[src/rtl/usr_seq_shifter.sv]
// Parametrised universal shift register with per-clock LOAD/SHIFT/HOLD and a
// counted-shift sequencer that issues one single-position shift per clock under BUSY/DONE.
module usr_seq_shifter #(
  parameter int WIDTH = 36,
  parameter int CNT_W = 6
) (
  input  logic             CLK,
  input  logic             RESET,
  input  logic [1:0]       SEL,
  input  logic [1:0]       MODE,
  input  logic [WIDTH-1:0] D,
  input  logic             SIN_HI,
  input  logic             SIN_LO,
  input  logic             START,
  input  logic [CNT_W-1:0] COUNT,
  output logic [WIDTH-1:0] Q,
  output logic             SOUT,
  output logic             BUSY,
  output logic             DONE
);

  localparam logic [1:0] SEL_LOAD  = 2'b00;
  localparam logic [1:0] SEL_RIGHT = 2'b01;
  localparam logic [1:0] SEL_LEFT  = 2'b10;
  localparam logic [1:0] MODE_ROT  = 2'b01;
  localparam logic [1:0] MODE_ARI  = 2'b10;

  logic [WIDTH-1:0] q_q, q_d;
  logic             sout_q, sout_d;
  logic             busy_q, busy_d;
  logic             done_q, done_d;
  logic [CNT_W-1:0] cnt_q, cnt_d;
  logic             left_q, left_d;
  logic [1:0]       mode_q, mode_d;

  // Q[WIDTH-1] holds architectural bit 0 (MSB); a right shift moves data toward Q[0].
  // Result is {shifted-out bit, new register value}. Mode 11 falls through to logical.
  function automatic logic [WIDTH:0] shift_one(
    input logic [WIDTH-1:0] q,
    input logic             left,
    input logic [1:0]       mode,
    input logic             sin_hi,
    input logic             sin_lo
  );
    logic fill;
    if (left) begin
      fill = (mode == MODE_ROT) ? q[WIDTH-1] : (mode == MODE_ARI) ? 1'b0 : sin_lo;
      return {q[WIDTH-1], q[WIDTH-2:0], fill};
    end else begin
      fill = (mode == MODE_ROT) ? q[0] : (mode == MODE_ARI) ? q[WIDTH-1] : sin_hi;
      return {q[0], fill, q[WIDTH-1:1]};
    end
  endfunction

  always_comb begin
    q_d    = q_q;
    sout_d = sout_q;
    busy_d = busy_q;
    done_d = 1'b0;
    cnt_d  = cnt_q;
    left_d = left_q;
    mode_d = mode_q;
    if (busy_q) begin
      // Serial inputs stay live so logical-mode streams keep flowing during a sequence.
      {sout_d, q_d} = shift_one(q_q, left_q, mode_q, SIN_HI, SIN_LO);
      cnt_d = cnt_q - 1'b1;
      if (cnt_q == CNT_W'(1)) begin
        busy_d = 1'b0;
        done_d = 1'b1;
      end
    end else if (START && (SEL == SEL_RIGHT || SEL == SEL_LEFT)) begin
      left_d = (SEL == SEL_LEFT);
      mode_d = MODE;
      if (COUNT != '0) begin
        {sout_d, q_d} = shift_one(q_q, SEL == SEL_LEFT, MODE, SIN_HI, SIN_LO);
        cnt_d = COUNT - 1'b1;
      end else begin
        cnt_d = '0;
      end
      if (COUNT > CNT_W'(1)) begin
        busy_d = 1'b1;
      end else begin
        done_d = 1'b1;
      end
    end else begin
      case (SEL)
        SEL_LOAD:  q_d = D;
        SEL_RIGHT: {sout_d, q_d} = shift_one(q_q, 1'b0, MODE, SIN_HI, SIN_LO);
        SEL_LEFT:  {sout_d, q_d} = shift_one(q_q, 1'b1, MODE, SIN_HI, SIN_LO);
        default:   q_d = q_q;
      endcase
    end
  end

  always_ff @(posedge CLK) begin
    if (RESET) begin
      q_q    <= '0;
      sout_q <= 1'b0;
      busy_q <= 1'b0;
      done_q <= 1'b0;
      cnt_q  <= '0;
      left_q <= 1'b0;
      mode_q <= 2'b00;
    end else begin
      q_q    <= q_d;
      sout_q <= sout_d;
      busy_q <= busy_d;
      done_q <= done_d;
      cnt_q  <= cnt_d;
      left_q <= left_d;
      mode_q <= mode_d;
    end
  end

  assign Q    = q_q;
  assign SOUT = sout_q;
  assign BUSY = busy_q;
  assign DONE = done_q;

endmodule

[config.mk]
export PLATFORM = sky130hd
export DESIGN_NAME = usr_seq_shifter
export DESIGN_NICKNAME = d
export VERILOG_FILES = /design/src/rtl/usr_seq_shifter.sv
export SDC_FILE = /design/constraint.sdc
export NUM_CORES = 1
export LEC_CHECK = 0
export BUFFER_PORTS_ARGS = -buffer_cell sky130_fd_sc_hd__buf_2
export CAP_MARGIN = 20
export CORE_UTILIZATION = 45
export DETAILED_ROUTE_END_ITERATION = 8
export GPL_ROUTABILITY_DRIVEN = 0
export PLACE_DENSITY_LB_ADDON = 0.1
export REMOVE_ABC_BUFFERS = 1
export SLEW_MARGIN = 20
export SYNTH_ARGS = -nofsm -noshare
export SYNTH_HDL_FRONTEND = slang
export SYNTH_SLANG_ARGS = --single-unit
[constraint.sdc]
create_clock -name CLK -period 2.7 [get_ports CLK]
set_input_delay 0.81 -clock CLK [delete_from_list [all_inputs] [get_ports CLK]]
set_output_delay 0.81 -clock CLK [all_outputs]
set_load 0.005 [all_outputs]
==> impl_metrics.yaml, run 1 <==
power_and_ir_drop:
  p_int_uw: 1354
  cellLeakagePower_uw: 0.001572
  p_switching_uw: 780.0
  pwr-share-clk: 0.212
  ir_drop_uv: 226.2
  switching_share: 0.3656
  power_density_nw_per_um2: 544.1
  seq_power_share: 0.446
  combPwrFrac: 0.342
logic_synthesis:
  ys_seq_elements: 48
  synth_commonest_cells: "nor2_1, a211oi_1, dfxtp_1"
  syn_inst: 420
  synth.area.top_cells: "dfxtp_1, a211oi_1, a221oi_1"
  synth.most_common_cell: "nor2_1"
  syn-cell-area_um2: 3307
  synth_edf_count: 0
  synth.distinct_cells: 43
  syn_avg_cell_area_um2: 7.874
  synth.top_cell.area_share: 0.2906
  synth_top_cell_by_area: "dfxtp_1"
  ys_warn_count: 0
  ys.flop_type: "dfxtp_1"
  ys_seq_area_frac: 0.2906
  async_flop_share: 0
critical_path:
  timing.rr.start: "BUSY"
  crit_arrival_ns: 2.51
  worstPathRequired_ns: 2.92
  crit_family: "buffers and inverters"
  r2r_setup_slack_ns: 0.94
  critPathMaxFanout: 26
  max_stage_delay_ns: 0.34
  rr_worst_depth: 5
  worstSetupEndpointType: "flop"
  start_kind: "primary input"
  cp_slowest_cell: "ha_2"
  worst-path-buf-inv: 3
  path_cells: "buf_2, inv_1, ha_2, and4bb_2, a31oi_4, buf_4, nor2_1, a211oi_1"
  r2r-end: "Q[21]"
  crit_type: "primary input to flop"
clocking:
  cts_tree: "yes"
  cts-root-buf: "clkbuf_8"
  cts_buffer_depth: 2
  path_clk_slew_ns: 0.09
  numClockSinks: 48
  cts_setup_buffers: 0
  numCtsBuffers: 5
  cts_resized: 0
  insertion_delay_ns: 0.30
  cts_max_level: 2
  hold_buffers: 0
detailed_routing:
  vias: 3591
  dr.pass1.iters: 4
  final_antenna_net_count: 0
  route.detailed.drc: 0
  wl_um: 9125
  wl_per_cell_um: 15.57
  drtIter0Drc: 275
  drt-vias-per-instance: 6.128
timing:
  max_freq_mhz: 437.1
  slew_headroom: 0.6646
  finalSetupViolations: 0
  finalHoldViolations: 0
  worstMarginPinSlew_ns: 0.5031
  finalCriticalPeriod_ns: 2.288
  clock_skew_ns: 0.006663
  rsz0062_at_grt: "false"
  drv_slew: 0
  period_share: 0.8474
  worst_slack_ns: 0.4121
finish:
  final_nets: 548
  instances_no_fill: 586
  layout-drive-gt1-share: 0.2490
  antennaDiodeCount: 0
  area_growth_pct: 18.58
  nFillCells: 674
global_route:
  grt_pass1_vias: 3111
  grt_pass1_wl_um: 15040
  grt_max_degree: 64
  track_usage: 0.2414
  antenna_found_initial: 0
  grt-ovfl-total: 0
floorplan:
  die_h_um: 87.73
  core_um2: 6944
  std_cell_rows: 30
  initial_core_util: 0.4762
  io_pins: 90
  die_area_um2: 7696
  die_width_um: 87.73
place:
  post-place-cells: 578
  dpl_worst_slack_ns: 0.07284
  dpl.hpwl_um: 6164
  numPortBuffers: 89
min_path:
  holdPathEnd: "SOUT"
  hp-start: "SOUT"
  whs_path_depth: 2
  min_path_type: "flop to flop"
run_status:
  status: "finished, final reports clean"
run:
  maxCapViolCount: 0
[through the flow]
step / hold slack [ns] / total power [uW] / area, um^2 / TNS (ns) / utilization
6_report: 0.5075 / 2134 / 3921 / 0 / 0.5647
3_3_place_gp: 0.4878 / 1679 / 3831 / 0 / 0.5517
5_1_grt: 0.5496 / 2276 / 3921 / 0 / 0.5647
2_1_floorplan: 0.4593 / 1387 / 3090 / -70.28 / -
3_5_place_dp: 0.4961 / 1691 / 3831 / 0 / 0.5517
4_1_cts: 0.5198 / 2136 / 3921 / 0 / 0.5647
[placed cells by master, fill, tap and decap left out, types with 8 or more instances in the layout]
cell and n:
nand2_1 18, nor2_1 83, dfxtp_1 48, a211oi_1 70, buf_4 15, a221oi_1 36
nor3_1 8, inv_1 9, buf_2 89, a22oi_1 35
[layout make-up]
class | count | area [um^2] | share of cell area
sequential | 48 | 960.9 | 0.2451
timing repair buffer | 107 | 618.1 | 0.1576
clock buffer | 8 | 90.09 | 0.02297
inverter | 9 | 33.78 | 0.008615
tap | 96 | 120.1 | 0.03063
multi-input combinational | 318 | 2098 | 0.5351
[power groups by stage]
| stage | clock network (uW) | registers, uW | logic [uW] |
|---|---|---|---|
| 4_1_cts | 457 | 947 | 731 |
| 6_report | 452 | 952 | 730 |
| 3_3_place_gp | 0 | 962 | 717 |
| 2_1_floorplan | 0 | 939 | 447 |
| 5_1_grt | 492 | 968 | 816 |
| 3_5_place_dp | 0 | 963 | 728 |
[worst max path at each step]
stage,start,endpoint,cells past startpoint
global placement,SEL[0],Q[15],8
floorplan,SEL[0],Q[10],7
global route,SEL[1],Q[8],8
detailed placement,SEL[1],Q[22],8
finish,SEL[1],Q[21],8
CTS,SEL[1],Q[8],8
[worst reg2reg max path: stages, from the launching register on]
cell and delay [ns]:
dfxtp_1 0.49, and4bb_2 0.30, a31oi_4 0.29, buf_4 0.33
nor2_1 0.07, a211oi_1 0.21
[registers in the layout, summed over array words and instances, names as in the netlist]
name,cells
Q,36
cnt_q,6
mode_q,2
BUSY,1
DONE,1
SOUT,1
left_q,1
[cell families after synthesis]
kind of cell,synth area share
and+or+nand+nor,0.1661
AOI/OAI and AO/OA,0.3992
muxes,0.02497
DFF,0.2906
adders and majority gates,0.03027
buffers and inverters,0.07567
xor gates and xnor gates,0.01324
[per-layer routing]
| metal | wire [um] | GRT usage | vias to the layer above |
|---|---|---|---|
| met4 | 69 | 0.06110 | 0 |
| met1 | 4468 | 0.3463 | 1697 |
| met3 | 485 | 0.03770 | 6 |
| met2 | 4102 | 0.3763 | 120 |
| li1 | - | - | 1768 |
| met5 | 0 | 0 | - |
Power figures use the tool's default switching activity.
==> run 2, diff against run 1 <==
==> constraint.sdc (replaced) <==
create_clock -name CLK -period 2.25 [get_ports CLK]
set_input_delay 0.675 -clock CLK [delete_from_list [all_inputs] [get_ports CLK]]
set_output_delay 0.675 -clock CLK [all_outputs]
set_load 0.005 [all_outputs]
==> run 2 against run 1 <==
Critical path depth unchanged; non-clock buffer count up 13; first-iteration DRC count down 18%; final area up 4.1%; largest power group unchanged.
==> impl_metrics.yaml, run 2 (synthesis gave the netlist of run 1 again) <==
power_and_ir_drop:
  power_uw: 2752
  power_density_nw_per_um2: 674.4
  ir_drop_uv: 265.6
  cellLeakagePower_uw: 0.001662
critical_path:
  crit_family: "compound AO/OA/AOI/OAI gates"
  timing.rr.start: "BUSY"
  crit_type: "primary input to flop"
  path_cells: "buf_2, inv_1, ha_2, and4bb_2, a31oi_4, buf_4, nor2_1, a211oi_1"
  crit_arrival_ns: 2.29
  worstSetupEndpointType: "flop"
  cp_slowest_cell: "ha_2"
  worstPathRequired_ns: 2.47
  max_stage_delay_ns: 0.33
  r2r_setup_slack_ns: 0.59
  worst-path-buf-inv: 3
  crit_start: "SEL[1]"
  start_kind: "primary input"
  critPathMaxFanout: 20
global_route:
  antenna_found_initial: 0
  grt_pass1_vias: 3339
  use_met1: 0.3514
  grt_pass1_wl_um: 15930
  busiest_layer: "met2"
  grt_max_degree: 35
  grt-ovfl-total: 0
  gr-usage-met3: 0.04336
  use_met2: 0.4158
  track_usage: 0.2555
finish:
  nFillCells: 647
  final_nets: 561
  fin_area_um2: 4080
  largest_register_ffs: 36
  final_cell_mix: "buf_2, nor2_1, a211oi_1"
  layout-drive-gt1-share: 0.2724
  antennaDiodeCount: 0
  final_common_cell: "buf_2"
  area_growth_pct: 23.38
clocking:
  cts-root-buf: "clkbuf_8"
  path_clk_slew_ns: 0.09
  cts_setup_buffers: 0
  insertion_delay_ns: 0.30
  numClockSinks: 48
  numCtsBuffers: 5
  cts_resized: 0
  cts_max_level: 2
  cts_tree: "yes"
  hold_buffers: 0
  cts_buffer_depth: 2
floorplan:
  std_cell_rows: 30
  io_pins: 90
  initial_core_util: 0.4762
  die_h_um: 87.73
  core_um2: 6944
  die_area_um2: 7696
  die_width_um: 87.73
run:
  maxCapViolCount: 0
timing:
  slew_headroom: 0.7160
  finalSetupViolations: 0
  rsz0062_at_grt: "false"
  max_freq_mhz: 481.7
  finalHoldViolations: 0
  period_share: 0.9227
  finalCriticalPeriod_ns: 2.076
  clock_skew_ns: 0.006733
  worstMarginPinSlew_ns: 0.4251
  drv_slew: 0
detailed_routing:
  wl_um: 9539
  drtIter0Drc: 225
  wl_per_cell_um: 15.92
  drt-vias-per-instance: 6.087
  dr.pass1.iters: 5
  final_antenna_net_count: 0
  route.detailed.drc: 0
  vias: 3646
place:
  numPortBuffers: 89
  dpl_cell_area_um2: 3954
  dpl.hpwl_um: 6526
min_path:
  hp-start: "SOUT"
  min_path_type: "flop to flop"
run_status:
  status: "finished, final reports clean"
run 2: cell count changes in the layout (fill, tap and decap cells not counted), sizes merged:
cell / delta
buf: +13
bufinv: +1
clkbuf: -1
run 2: path summary, 6_finish.rpt:
path,endpoint,depth (start not counted)
min reg2reg,SOUT,2
max reg2reg,Q[19],5
max,Q[19],8
min,SOUT,2
run 2: worst register-to-register path, cell delays in order, from the launching register on:
cell and delay, ns:
dfxtp_1 0.46, and4bb_2 0.29, a31oi_4 0.26, buf_4 0.28, nor2_1 0.07, a211oi_1 0.22
run 2: routing by layer:
layer  wire, um  share of wire  vias to the layer above
li1           -              -                     1792
met1       4446           0.47                     1708
met2       4425           0.46                      142
met3        597          0.063                        4
met4         70         0.0073                        0
met5          0              0                        -
run 2: layout make-up:
cell class	instances	area, um^2	share of cell area
Clock buffer	7	96.34	0.02361
Clock inverter	1	30.03	0.007360
Inverter	9	33.78	0.008280
Multi-Input combinational cell	318	2098	0.5143
Sequential cell	48	960.9	0.2355
Tap cell	96	120.1	0.02944
Timing Repair Buffer	120	740.7	0.1815
run 2: power by group:
| part | internal, uW | switching, uW |
|---|---|---|
| logic | 437 | 482 |
| clock network | 393 | 298 |
| registers | 963 | 178 |
run 2: through the flow:
stage | setup WS, ns | hold WS [ns] | util | setup TNS (ns) | instances
after floorplan | -2.113 | 0.4593 | - | -85.40 | 375
after global placement | -0.1235 | 0.4877 | 0.5694 | -1.935 | 591
after detailed placement | -0.1486 | 0.4954 | 0.5694 | -3.713 | 591
after CTS | 0.1678 | 0.5227 | 0.5876 | 0 | 599
after global routing | 0.01865 | 0.5546 | 0.5876 | 0 | 599
final | 0.1739 | 0.5139 | 0.5876 | 0 | 599
